### src/rtl/microwave_pkg.sv
// -----------------------------------------------------------------------------
// microwave_pkg
// Shared definitions for the microwave countdown timer.
// The package has no ports. It provides:
//   state_e       FSM state encoding (IDLE, RUN, PAUSE, DONE)
//   *_W           BCD digit widths for minutes, seconds-tens and seconds-ones
//   MAX_*         largest legal value of each digit (9 / 5 / 9)
//   bcd_time_t    the mm:ss value held as three BCD digits
//   clamp_preset  saturates an out-of-range preset to the legal maximum
// -----------------------------------------------------------------------------
package microwave_pkg;

  typedef enum logic [1:0] {
    ST_IDLE  = 2'd0,
    ST_RUN   = 2'd1,
    ST_PAUSE = 2'd2,
    ST_DONE  = 2'd3
  } state_e;

  localparam int unsigned MIN_W  = 4;
  localparam int unsigned TENS_W = 3;
  localparam int unsigned ONES_W = 4;

  localparam logic [MIN_W-1:0]  MAX_MIN      = 4'd9;
  localparam logic [TENS_W-1:0] MAX_SEC_TENS = 3'd5;
  localparam logic [ONES_W-1:0] MAX_SEC_ONES = 4'd9;

  typedef struct packed {
    logic [MIN_W-1:0]  mins;
    logic [TENS_W-1:0] tens;
    logic [ONES_W-1:0] ones;
  } bcd_time_t;

  // Each digit saturates on its own; an illegal seconds-tens of 7 becomes 5.
  function automatic bcd_time_t clamp_preset(input logic [MIN_W-1:0]  m,
                                             input logic [TENS_W-1:0] t,
                                             input logic [ONES_W-1:0] o);
    bcd_time_t r;
    r.mins = (m > MAX_MIN)      ? MAX_MIN      : m;
    r.tens = (t > MAX_SEC_TENS) ? MAX_SEC_TENS : t;
    r.ones = (o > MAX_SEC_ONES) ? MAX_SEC_ONES : o;
    return r;
  endfunction

endpackage : microwave_pkg

### src/rtl/microwave_timer_bcd_digit_down.sv
// -----------------------------------------------------------------------------
// bcd_digit_down
// Combinational decrement of a single BCD digit.
// Ports:
//   digit_i   current digit value
//   dec_i     decrement request (borrow from the less significant digit)
//   wrap_i    value loaded when decrementing from zero (9 or 5)
//   digit_o   next digit value
//   borrow_o  high when the digit wraps, i.e. a borrow into the next digit
// -----------------------------------------------------------------------------
module bcd_digit_down #(
  parameter int unsigned W = 4
) (
  input  logic [W-1:0] digit_i,
  input  logic         dec_i,
  input  logic [W-1:0] wrap_i,
  output logic [W-1:0] digit_o,
  output logic         borrow_o
);

  always_comb begin
    // NOTE: every output gets a default first so no path leaves it unassigned (no latch).
    digit_o  = digit_i;
    borrow_o = 1'b0;
    if (dec_i) begin
      if (digit_i == '0) begin
        digit_o  = wrap_i;
        borrow_o = 1'b1;
      end else begin
        digit_o = digit_i - W'(1);
      end
    end
  end

endmodule : bcd_digit_down

### src/rtl/microwave_timer.sv
// -----------------------------------------------------------------------------
// microwave_timer
// mm:ss countdown timer for a microwave oven, BCD throughout.
// Optional feature: define MICROWAVE_BEEP_EN to build the expiry buzzer;
// without it beep is tied low and the buzzer counter does not exist.
// Ports:
//   clk                        system clock, rising edge
//   clr                        asynchronous active-high reset
//   tick                       1 Hz one-cycle enable strobe
//   load / start / stop        one-cycle command strobes (stop > load > start)
//   door_open                  door sensor level, high = open
//   min_in/sec_tens_in/sec_ones_in  preset time, BCD (clamped on load)
//   min/sec_tens/sec_ones      remaining time, BCD
//   running                    high while counting down (magnetron enable)
//   done                       one-cycle pulse on reaching 00:00
//   beep                       buzzer enable
// -----------------------------------------------------------------------------
module microwave_timer
  import microwave_pkg::*;
#(
  parameter int unsigned BEEP_TICKS = 3
) (
  input  logic              clk,
  input  logic              clr,
  input  logic              tick,
  input  logic              load,
  input  logic [MIN_W-1:0]  min_in,
  input  logic [TENS_W-1:0] sec_tens_in,
  input  logic [ONES_W-1:0] sec_ones_in,
  input  logic              start,
  input  logic              stop,
  input  logic              door_open,
  output logic [MIN_W-1:0]  min,
  output logic [TENS_W-1:0] sec_tens,
  output logic [ONES_W-1:0] sec_ones,
  output logic              running,
  output logic              done,
  output logic              beep
);

  if (BEEP_TICKS < 1) begin : g_bad_beep_ticks
    $error("microwave_timer: BEEP_TICKS must be at least 1");
  end

  state_e    state_q, state_d;
  bcd_time_t time_q, time_d;
  logic      running_q, running_d;
  logic      done_q, done_d;

  logic [MIN_W-1:0]  dec_mins;
  logic [TENS_W-1:0] dec_tens;
  logic [ONES_W-1:0] dec_ones;
  logic              ones_borrow, tens_borrow, min_borrow;
  logic              dec_en, time_zero;
  bcd_time_t         preset, dec_time;

  assign dec_en    = (state_q == ST_RUN) && tick;
  assign time_zero = (time_q == '0);
  assign preset    = clamp_preset(min_in, sec_tens_in, sec_ones_in);
  assign dec_time  = '{mins: dec_mins, tens: dec_tens, ones: dec_ones};

  bcd_digit_down #(.W(ONES_W)) u_ones (
    .digit_i (time_q.ones),  .dec_i   (dec_en),      .wrap_i (MAX_SEC_ONES),
    .digit_o (dec_ones),     .borrow_o(ones_borrow)
  );
  bcd_digit_down #(.W(TENS_W)) u_tens (
    .digit_i (time_q.tens),  .dec_i   (ones_borrow), .wrap_i (MAX_SEC_TENS),
    .digit_o (dec_tens),     .borrow_o(tens_borrow)
  );
  // A borrow out of the minutes digit means the time was already 00:00;
  // the decrement is then suppressed so the time can never underflow.
  bcd_digit_down #(.W(MIN_W)) u_mins (
    .digit_i (time_q.mins),  .dec_i   (tens_borrow), .wrap_i (MAX_MIN),
    .digit_o (dec_mins),     .borrow_o(min_borrow)
  );

  always_comb begin
    state_d = state_q;
    time_d  = time_q;
    done_d  = 1'b0;
    unique case (state_q)
      ST_IDLE: begin
        if (!stop && load) begin
          time_d = preset;
        end else if (!stop && start && !time_zero && !door_open) begin
          state_d = ST_RUN;
        end
      end
      ST_RUN: begin
        // Pausing wins over a same-cycle tick; that tick is dropped.
        if (stop || door_open) begin
          state_d = ST_PAUSE;
        end else if (tick && !min_borrow) begin
          time_d = dec_time;
          if (dec_time == '0) begin
            state_d = ST_DONE;
            done_d  = 1'b1;
          end
        end
      end
      ST_PAUSE: begin
        if (stop) begin
          state_d = ST_IDLE;
          time_d  = '0;
        end else if (load) begin
          time_d = preset;
        end else if (start && !door_open && !time_zero) begin
          state_d = ST_RUN;
        end
      end
      ST_DONE: begin
        if (stop || load) begin
          state_d = ST_IDLE;
          time_d  = '0;
        end
      end
    endcase
    running_d = (state_d == ST_RUN);
  end

  always_ff @(posedge clk or posedge clr) begin
    if (clr) begin
      state_q   <= ST_IDLE;
      time_q    <= '0;
      running_q <= 1'b0;
      done_q    <= 1'b0;
    end else begin
      // NOTE: sequential state uses non-blocking assignments so all registers update together.
      state_q   <= state_d;
      time_q    <= time_d;
      running_q <= running_d;
      done_q    <= done_d;
    end
  end

  assign min      = time_q.mins;
  assign sec_tens = time_q.tens;
  assign sec_ones = time_q.ones;
  assign running  = running_q;
  assign done     = done_q;

`ifdef MICROWAVE_BEEP_EN
  localparam int unsigned CNT_W = $clog2(BEEP_TICKS + 1);

  logic             beep_q, beep_d;
  logic [CNT_W-1:0] beep_cnt_q, beep_cnt_d;

  // beep can only be high in DONE: it rises on entry and is cleared on exit.
  always_comb begin
    beep_d     = beep_q;
    beep_cnt_d = beep_cnt_q;
    if (done_d) begin
      beep_d     = 1'b1;
      beep_cnt_d = '0;
    end else if ((state_q == ST_DONE) && (stop || load)) begin
      beep_d     = 1'b0;
      beep_cnt_d = '0;
    end else if (beep_q && tick) begin
      if (beep_cnt_q == CNT_W'(BEEP_TICKS - 1)) begin
        beep_d     = 1'b0;
        beep_cnt_d = '0;
      end else begin
        beep_cnt_d = beep_cnt_q + CNT_W'(1);
      end
    end
  end

  always_ff @(posedge clk or posedge clr) begin
    if (clr) begin
      beep_q     <= 1'b0;
      beep_cnt_q <= '0;
    end else begin
      beep_q     <= beep_d;
      beep_cnt_q <= beep_cnt_d;
    end
  end

  assign beep = beep_q;
`else
  assign beep = 1'b0;
`endif

endmodule : microwave_timer
### config.mk
export PLATFORM = sky130hd
export DESIGN_NAME = microwave_timer
export DESIGN_NICKNAME = d
export VERILOG_FILES = /design/src/rtl/microwave_pkg.sv /design/src/rtl/microwave_timer_bcd_digit_down.sv /design/src/rtl/microwave_timer.sv
export SDC_FILE = /design/constraint.sdc
export NUM_CORES = 1
export LEC_CHECK = 0
export ABC_AREA = 1
export BUFFER_PORTS_ARGS = -buffer_cell sky130_fd_sc_hd__buf_2
export CORE_MARGIN = 2
export CORE_UTILIZATION = 50
export DETAILED_ROUTE_END_ITERATION = 10
export MAX_ROUTING_LAYER = met4
export PLACE_DENSITY = 0.74
export SYNTH_ARGS = -nofsm -noshare
export SYNTH_HDL_FRONTEND = slang
export SYNTH_HIERARCHICAL = 1
export SYNTH_SLANG_ARGS = --single-unit
### constraint.sdc
create_clock -name clk -period 5 [get_ports clk]
set_input_delay 0.25 -clock clk [delete_from_list [all_inputs] [get_ports clk]]
set_output_delay 0.25 -clock clk [all_outputs]
set_load 0.005 [all_outputs]
==> results.py, run 1 <==
metrics = {
    "run_status": {
        "status": "complete, but fails checks",
        "violations": "DRC",
    },
    "drt": {
        "via_count": 1569,
        "first_pass_iters": 7,
        "avgViaCountPerCell": 4.95,
        "drc": 2,
        "finalWirelength_um": 3430,
        "post_drt_wl_per_cell_um": 10.8,
        "ant_nets": 0,
        "drt-initial-drc-count": 73,
    },
    "worst_setup_path": {
        "end_kind": "register",
        "cp_max_fo": 7,
        "cp-start-kind": "register",
        "required_ps": 5240,
        "crit_arrival_ps": 3110,
        "worst-path-buf-inv": 4,
        "worstSetupPathType": "reg -> reg",
        "worst_path_dominant_cell_family": "simple AND/OR/NAND/NOR gates",
        "crit_top_cell": "nor2_1",
        "critPathMaxStageDelay_ps": 430,
        "critPathSlowestCell": "dfrtp_1",
        "crit_path_cell_trace": "inv_1, nand2_4, nor2_1, inv_1, nor2_1, inv_1, nor2_1, nand2_1, inv_1, o211ai_1, o21ai_0, nor2_1, nand2_1, nor2_1, nand2_1, nand2_1, nand2_1, nand3_1, nor2_1",
    },
    "timing": {
        "tns_ps": 0,
        "post-route-period-util_pct": 57.4,
        "fin_crit_ps": 2870,
        "worst_slew_pin_slew_ps": 778,
        "setup_viol_count_final": 0,
        "whs_ps": 3.00,
        "finalMaxSlewViolations": 0,
        "setup_ws_ps": 2130,
        "slew_headroom_pct": 48.0,
        "clock_skew_ps": 12.9,
        "hold_violations": 0,
        "fmax_mhz": 349,
        "rsz0062_at_grt": "no",
    },
    "yosys": {
        "yosys_warnings": 6,
        "synth_cell_types": 26,
        "avgSynthCellArea_um2": 6.12,
        "yosysSeqAreaShare_pct": 24.9,
        "synth_seq_cells": 15,
        "syn_inst": 246,
        "netlist_area_mm2": 0.00151,
    },
    "global_routing": {
        "grt_max_degree": 23,
        "grt-ovfl-total": 0,
        "antenna_found_initial": 0,
        "grt_first_pass_wirelength_um": 6040,
        "track_usage_pct": 23.2,
        "first_global_vias": 1418,
    },
    "clock_tree": {
        "cts-resized-gates": 0,
        "cts_hold_buf": 0,
        "clk_latency_ps": 300,
        "cts_made_buffers": 3,
        "cts_max_level": 1,
        "cts_setup_buffers": 0,
        "cts-root-buf": "clkbuf_4",
        "clk_pin_slew_ps": 110,
        "cts_buffer_depth": 2,
        "clock-sinks": 15,
        "cts_tree": "done",
    },
    "run": {
        "cap_violations": 0,
    },
    "layout": {
        "final_cell_mix": "nand2_1, inv_1, nor2_1",
        "stdcell_area_mm2": 0.00173,
        "final_util_pct": 61.6,
        "area_growth_pct": 14.7,
        "antenna_cells": 0,
        "drive_gt1_share_pct": 23.4,
        "layout_commonest_cell": "nand2_1",
        "nNetsFinal": 309,
    },
    "placement": {
        "dpl_worst_slack_ps": 2200,
        "gp_congestion": 0.850,
        "placed_area_mm2": 0.00170,
        "port_buffers": 30,
        "hpwl_um": 2690,
    },
    "floorplan": {
        "initial_core_util_pct": 53.7,
        "core_area_mm2": 0.00281,
        "rows": 19,
        "num_io_pins": 32,
        "die_w_um": 58.9,
        "dieArea_mm2": 0.00347,
        "die_h_um": 58.9,
    },
    "power": {
        "p_seq_share_pct": 28.1,
        "switchingPower_mw": 0.512,
        "combPwrFrac_pct": 63.8,
        "switching_share_pct": 54.0,
        "p_int_mw": 0.435,
        "clkPwrFrac_pct": 8.1,
        "peakVddDrop_mv": 0.292,
        "power_leakage_nw": 0.967,
        "p_per_area_mw_per_mm2": 549,
    },
    "hold_path": {
        "hp-class": "in -> async",
    },
}
-- path summary, 6_finish.rpt --
| path | start | end | slack [ps] | cells after the start |
|---|---|---|---|---|
| setup / recovery | state_q[1] | running | 2130 | 19 |
| hold / removal | clr | running | 3 | 2 |
| setup reg to reg | state_q[1] | running | 2130 | 19 |
| hold reg to reg | sec_ones[0] | sec_ones[0] | 590 | 2 |
| max in group asynchronous | clr | sec_tens[1] | 4580 | 2 |
| min in group clk | sec_ones_in[1] | sec_ones[0] | 290 | 5 |
-- area by class of cell --
cell class	count	area, um2
clock buffers	3	22.5
flip-flops and latches	15	375
inverters	47	176
clock inverters	1	7.51
well taps	31	38.8
fillers	290	1080
multi-input cells	190	956
repair buffers	30	150
-- power by group through the flow --
| stage | Sequential (mW) | Combinational [mW] | Clock (mW) |
|---|---|---|---|
| 2_1_floorplan | 0.252 | 0.474 | 0 |
| 3_3_place_gp | 0.267 | 0.594 | 0 |
| 3_5_place_dp | 0.269 | 0.601 | 0 |
| 4_1_cts | 0.266 | 0.604 | 0.0807 |
| 5_1_grt | 0.278 | 0.694 | 0.0854 |
| 6_report | 0.266 | 0.604 | 0.0770 |
-- per-layer routing --
| layer | vias to the layer above | track usage, % | wire [um] |
|---|---|---|---|
| li1 | 833 | - | - |
| met1 | 694 | 30.1 | 1640 |
| met2 | 38 | 37.0 | 1600 |
| met3 | 4 | 5.05 | 166 |
| met4 | 0 | 5.19 | 31 |
| met5 | - | - | 0 |
-- through the flow --
| stage | std cells | total power, mW |
|---|---|---|
| final | 317 | 0.947 |
| after global placement | 313 | 0.861 |
| after CTS | 317 | 0.951 |
| after floorplan | 256 | 0.726 |
| after detailed placement | 313 | 0.870 |
| after global routing | 317 | 1.06 |
-- flip-flops by register name, indices dropped and copies added (netlist names) --
name and count:
sec_ones 4, sec_tens 3, min 4, done 1
running 1, state_q 2
-- cells in the mapped netlist (all sizes together) --
library cell | n | share of area [%]
dfrtp | 15 | 25
buf | 4 | 2.3
o21ai | 23 | 9.9
nand4 | 1 | 0.42
nor3 | 3 | 1.0
ha | 4 | 3.3
nand2 | 65 | 18
a21oi | 13 | 5.8
nand3 | 20 | 6.7
inv | 47 | 12
conb | 2 | 0.50
or2 | 3 | 1.4
nor2 | 44 | 13
o211ai | 2 | 1.0
-- cell families (layout without fill, tap and decap cells) --
family          count (synthesis)  count (layout)  synth area share, %
compound gates                 38              38                 16.7
fa+ha+maj                       4               4                 3.33
buf+inv                        51              81                 14.0
flops                          15              15                 24.9
other cells                     2              12                0.499
simple gates                  136             136                 40.5
No activity file was read; power rests on OpenSTA's default activity.
==> inputs of run 2 (changes only) <==
Settings changed: CORE_UTILIZATION 50 to 49, PLACE_DENSITY 0.74 to 0.76.
Clock period 5 ns to 2.4 ns, I/O delays scaled along.
==> results.py, run 2 (synthesized netlist as in run 1, its figures left out) <==
metrics = {
    "floorplan": {
        "num_io_pins": 32,
        "die_h_um": 59.4,
        "die_w_um": 59.4,
        "core_area_mm2": 0.00298,
        "initial_core_util_pct": 50.5,
        "dieArea_mm2": 0.00353,
        "rows": 20,
    },
    "clock_tree": {
        "clk_pin_slew_ps": 100,
        "clock-sinks": 15,
        "cts-root-buf": "clkbuf_4",
        "cts_setup_buffers": 0,
        "cts_buffer_depth": 2,
        "cts_made_buffers": 3,
        "clk_latency_ps": 290,
        "cts_max_level": 1,
        "cts_tree": "done",
    },
    "timing": {
        "slew_headroom_pct": 58.1,
        "whs_ps": 183,
        "post-route-period-util_pct": 89.8,
        "worst_slew_pin_slew_ps": 627,
        "setup_ws_ps": 244,
        "fmax_mhz": 464,
        "clock_skew_ps": 4.85,
        "setup_viol_count_final": 0,
        "hold_violations": 0,
        "rsz0062_at_grt": "no",
        "finalMaxSlewViolations": 0,
        "fin_crit_ps": 2160,
        "tns_ps": 0,
    },
    "power": {
        "total_power_mw": 2.14,
        "peakVddDrop_mv": 0.632,
        "p_per_area_mw_per_mm2": 1160,
        "power_leakage_nw": 1.04,
    },
    "hold_path": {
        "hp-class": "in -> reg",
        "hold_depth": 5,
    },
    "drt": {
        "drc": 0,
        "via_count": 1633,
        "finalWirelength_um": 3740,
        "ant_nets": 0,
        "post_drt_wl_per_cell_um": 11.3,
        "first_pass_iters": 4,
        "avgViaCountPerCell": 4.92,
        "drt-initial-drc-count": 73,
    },
    "layout": {
        "instances_no_fill": 332,
        "nNetsFinal": 322,
        "final_cell_mix": "nand2_1, inv_1, nor2_1",
        "antenna_cells": 0,
        "final_util_pct": 62.1,
        "stdcell_area_mm2": 0.00185,
        "drive_gt1_share_pct": 26.8,
        "layout_commonest_cell": "nand2_1",
        "area_growth_pct": 22.8,
    },
    "worst_setup_path": {
        "critPathMaxStageDelay_ps": 390,
        "crit_top_cell": "nand2_1",
        "end_kind": "register",
        "worstSetupPathType": "reg -> reg",
        "crit_arrival_ps": 2380,
        "r2r_cells": 19,
        "required_ps": 2630,
        "cp-start-kind": "register",
        "cp_max_fo": 7,
        "crit_path_cell_trace": "inv_1, nand2_4, nor2_1, inv_1, nor2_2, inv_1, nor2_4, nand2_1, inv_1, o211ai_1, o21ai_0, nor2_1, nand2_1, nor2_1, nand2_1, nand2_1, nand2_1, nand3_1, nor2_1",
        "critPathSlowestCell": "dfrtp_1",
    },
    "global_routing": {
        "track_usage_pct": 24.0,
        "first_global_vias": 1423,
        "grt_first_pass_wirelength_um": 6200,
        "antenna_found_initial": 0,
        "grt_max_degree": 17,
        "grt-ovfl-total": 0,
    },
    "placement": {
        "placed_area_mm2": 0.00180,
        "hpwl_um": 2980,
        "dpl_worst_slack_ps": 108,
        "dp_cells": 327,
        "gp_congestion": 0.945,
        "port_buffers": 30,
    },
    "run_status": {
        "status": "complete, no violations",
    },
    "run": {
        "cap_violations": 0,
    },
}
[run 2: cell types whose count changed in the layout (fill, tap and decap cells not counted)]
| cell | previous run | this run |
|---|---|---|
| buf_4 | 0 | 11 |
| nor2_1 | 35 | 33 |
| buf_12 | 0 | 1 |
| clkbuf_1 | 0 | 1 |
| clkinvlp_4 | 1 | 0 |
| dlygate4sd3_1 | 0 | 1 |
| nor2_2 | 7 | 8 |
| nor2_4 | 2 | 3 |
[run 2: worst max-delay path: cells and delay by family (launching register included)]
kind | cells | cell delay (ps)
flip-flops | 1 | 390
AO/OA/AOI/OAI | 2 | 210
buffers and inverters | 4 | 360
AND/OR/NAND/NOR | 13 | 1130
[run 2: path summary, 6_finish.rpt]
check	to	slack, ps	from
setup reg to reg	running	240	state_q[1]
hold reg to reg	min[0]	610	min[0]
setup / recovery	running	240	state_q[1]
max in group asynchronous	min[3]	1550	clr
min in group asynchronous	min[2]	450	clr
hold / removal	min[0]	180	min_in[1]
[run 2: what timing repair did]
action / 4_1_cts / 5_1_grt
setup endpoints to repair: 0 / 12
hold buffers: 1 / 0
hold endpoints to repair: 15 / 0
gates resized for setup: 0 / 3
[run 2: layout make-up]
| cell class | count | area (um2) |
|---|---|---|
| tap | 33 | 41.3 |
| clock buffer | 4 | 26.3 |
| multi-input combinational | 190 | 966 |
| sequential | 15 | 375 |
| timing repair buffer | 43 | 263 |
| inverter | 47 | 176 |
| fill | 315 | 1130 |
[run 2: routing by layer]
layer,share of wire (%),vias to the layer above,GRT usage (%)
li1,-,853,-
met1,44,738,30.9
met2,51,40,39.7
met3,4.7,2,4.59
met4,0.35,0,3.90
met5,0,-,-
[run 2: where the power goes]
group	total [mW]	internal, mW	switching, mW
Combinational	1.49	0.602	0.889
Clock	0.152	0.0647	0.0873
Sequential	0.499	0.369	0.130
==> inputs of run 3 (changes only) <==
Settings changed: CORE_UTILIZATION 49 to 45, PLACE_DENSITY 0.76 to 0.7, SETUP_SLACK_MARGIN set to 0.3.
==> results.py, run 3 (synthesized netlist as in run 1, its figures left out) <==
metrics = {
    "run_status": {
        "status": "complete, no violations",
    },
    "timing": {
        "fin_crit_ps": 2010,
        "setup_ws_ps": 389,
        "tns_ps": 0,
        "worst_slew_pin_slew_ps": 631,
        "setup_viol_count_final": 0,
        "clock_skew_ps": 1.51,
        "slew_headroom_pct": 57.9,
        "finalMaxSlewViolations": 0,
        "hold_violations": 0,
        "fmax_mhz": 497,
        "post-route-period-util_pct": 83.8,
        "rsz0062_at_grt": "yes",
    },
    "power": {
        "p_per_area_mw_per_mm2": 1150,
        "power_leakage_nw": 1.05,
        "total_power_mw": 2.21,
        "peakVddDrop_mv": 0.535,
    },
    "layout": {
        "layout_commonest_cell": "nand2_1",
        "antenna_cells": 0,
        "drive_gt1_share_pct": 30.6,
        "final_cell_mix": "nand2_1, inv_1, nor2_1",
        "area_growth_pct": 27.7,
        "nNetsFinal": 324,
        "fillCellCount": 309,
        "final_util_pct": 61.4,
    },
    "hold_path": {
        "hold-path-endpoint": "min[0]",
        "hp-class": "in -> reg",
        "min-delay-start": "min_in[1]",
        "hold_depth": 5,
    },
    "worst_setup_path": {
        "rr_endpoint": "running",
        "end_kind": "register",
        "critPathMaxStageDelay_ps": 390,
        "r2r_cells": 18,
        "crit_arrival_ps": 2240,
        "worstSetupPathType": "reg -> reg",
        "cp-start-kind": "register",
        "worst_path_dominant_cell_family": "simple AND/OR/NAND/NOR gates",
        "critPathSlowestCell": "dfrtp_1",
        "crit_path_cell_trace": "inv_1, ha_4, nand2_4, nor2_4, inv_2, nor2_4, nand2_1, inv_1, o211ai_1, o21ai_1, nor2_1, nand2_1, nor2_1, nand2_1, nand2_1, nand2_1, nand3_2, nor2_1",
        "required_ps": 2630,
        "timing.rr.start": "sec_ones[1]",
        "crit_top_cell": "nand2_1",
        "regToRegSetupSlack_ps": 390,
        "cp_max_fo": 7,
        "worst-path-buf-inv": 3,
    },
    "floorplan": {
        "dieArea_mm2": 0.00382,
        "die_h_um": 61.8,
        "rows": 20,
        "core_area_mm2": 0.00313,
        "initial_core_util_pct": 48.1,
        "die_w_um": 61.8,
        "num_io_pins": 32,
    },
    "clock_tree": {
        "cts_buffer_depth": 2,
        "clk_latency_ps": 280,
        "cts_made_buffers": 3,
        "cts-root-buf": "clkbuf_4",
        "clk_pin_slew_ps": 100,
        "clock-sinks": 15,
        "cts_tree": "done",
        "cts_max_level": 1,
    },
    "drt": {
        "drt-initial-drc-count": 85,
        "drc": 0,
        "avgViaCountPerCell": 4.67,
        "first_pass_iters": 5,
        "finalWirelength_um": 3690,
        "post_drt_wl_per_cell_um": 10.7,
        "ant_nets": 0,
        "via_count": 1611,
    },
    "global_routing": {
        "grt-ovfl-total": 0,
        "track_usage_pct": 21.5,
        "antenna_found_initial": 0,
        "first_global_vias": 1386,
        "grt_first_pass_wirelength_um": 5910,
        "grt_max_degree": 16,
    },
    "placement": {
        "port_buffers": 30,
        "hpwl_um": 2820,
        "gp_congestion": 0.889,
        "dpl_worst_slack_ps": 161,
    },
    "run": {
        "cap_violations": 0,
    },
}
==> run 3: changes by cell type in the layout (fill, tap and decap cells not counted), moves of 2 or more <==
cell / before / now
nor2_4: 3 / 6
dfrtp_2: 0 / 2
nor2_2: 8 / 6
inv_2: 2 / 6
buf_4: 11 / 13
inv_1: 45 / 41
dfrtp_1: 15 / 13
ha_1: 4 / 2
==> run 3: stage by stage <==
step,std cells,hold slack [ps],instance area [um2]
detailed placement,331,241,1780
global route,345,197,1920
CTS,341,182,1870
finish,345,175,1920
floorplan,256,21.5,1560
global placement,331,234,1780
==> run 3: routing by layer <==
layer / share of wire, % / vias up / track usage [%]
met5: 0 / - / -
met3: 3.7 / 4 / 2.69
li1: - / 859 / -
met1: 49 / 715 / 29.2
met4: 1.5 / 0 / 7.60
met2: 46 / 33 / 32.8
==> run 3: cell type report <==
type | count | area [um2] | area share, %
multi-input combinational | 190 | 1010 | 52.5
inverter | 47 | 176 | 9.18
timing repair buffer | 45 | 278 | 14.5
tap | 44 | 55.1 | 2.86
clock buffer | 4 | 26.3 | 1.37
sequential | 15 | 378 | 19.7
==> run 3: report_power, final <==
group          total [mW]  internal, mW  switching (mW)
combinational        1.53         0.645           0.886
clock               0.156        0.0645          0.0915
sequential          0.526         0.372           0.154
==> run 3: timing repair <==
item | CTS | global route
gates resized for setup | 2 | 11
hold buffers | 1 | 0
pin swaps | 3 | 11
setup endpoints to repair | 12 | 14
setup buffers | 5 | 4
endpoints found under the hold margin | 15 | 0
==> run 3: worst max path at each step <==
stage | from | to | slack (ps) | depth (start not counted)
floorplan | sec_ones[0] | running | 310 | 17
global placement | sec_ones[0] | min[2] | 220 | 13
detailed placement | sec_ones[0] | min[2] | 160 | 13
CTS | state_q[1] | running | 320 | 19
global route | sec_ones[0] | running | 230 | 18
finish | sec_ones[1] | running | 390 | 18
==> run 3: tightest hold or removal path, cell delays in order <==
cell	delay, ps
buf_2	80
o21ai_0	70
nand3_1	60
nand2_1	50
o21ai_2	50
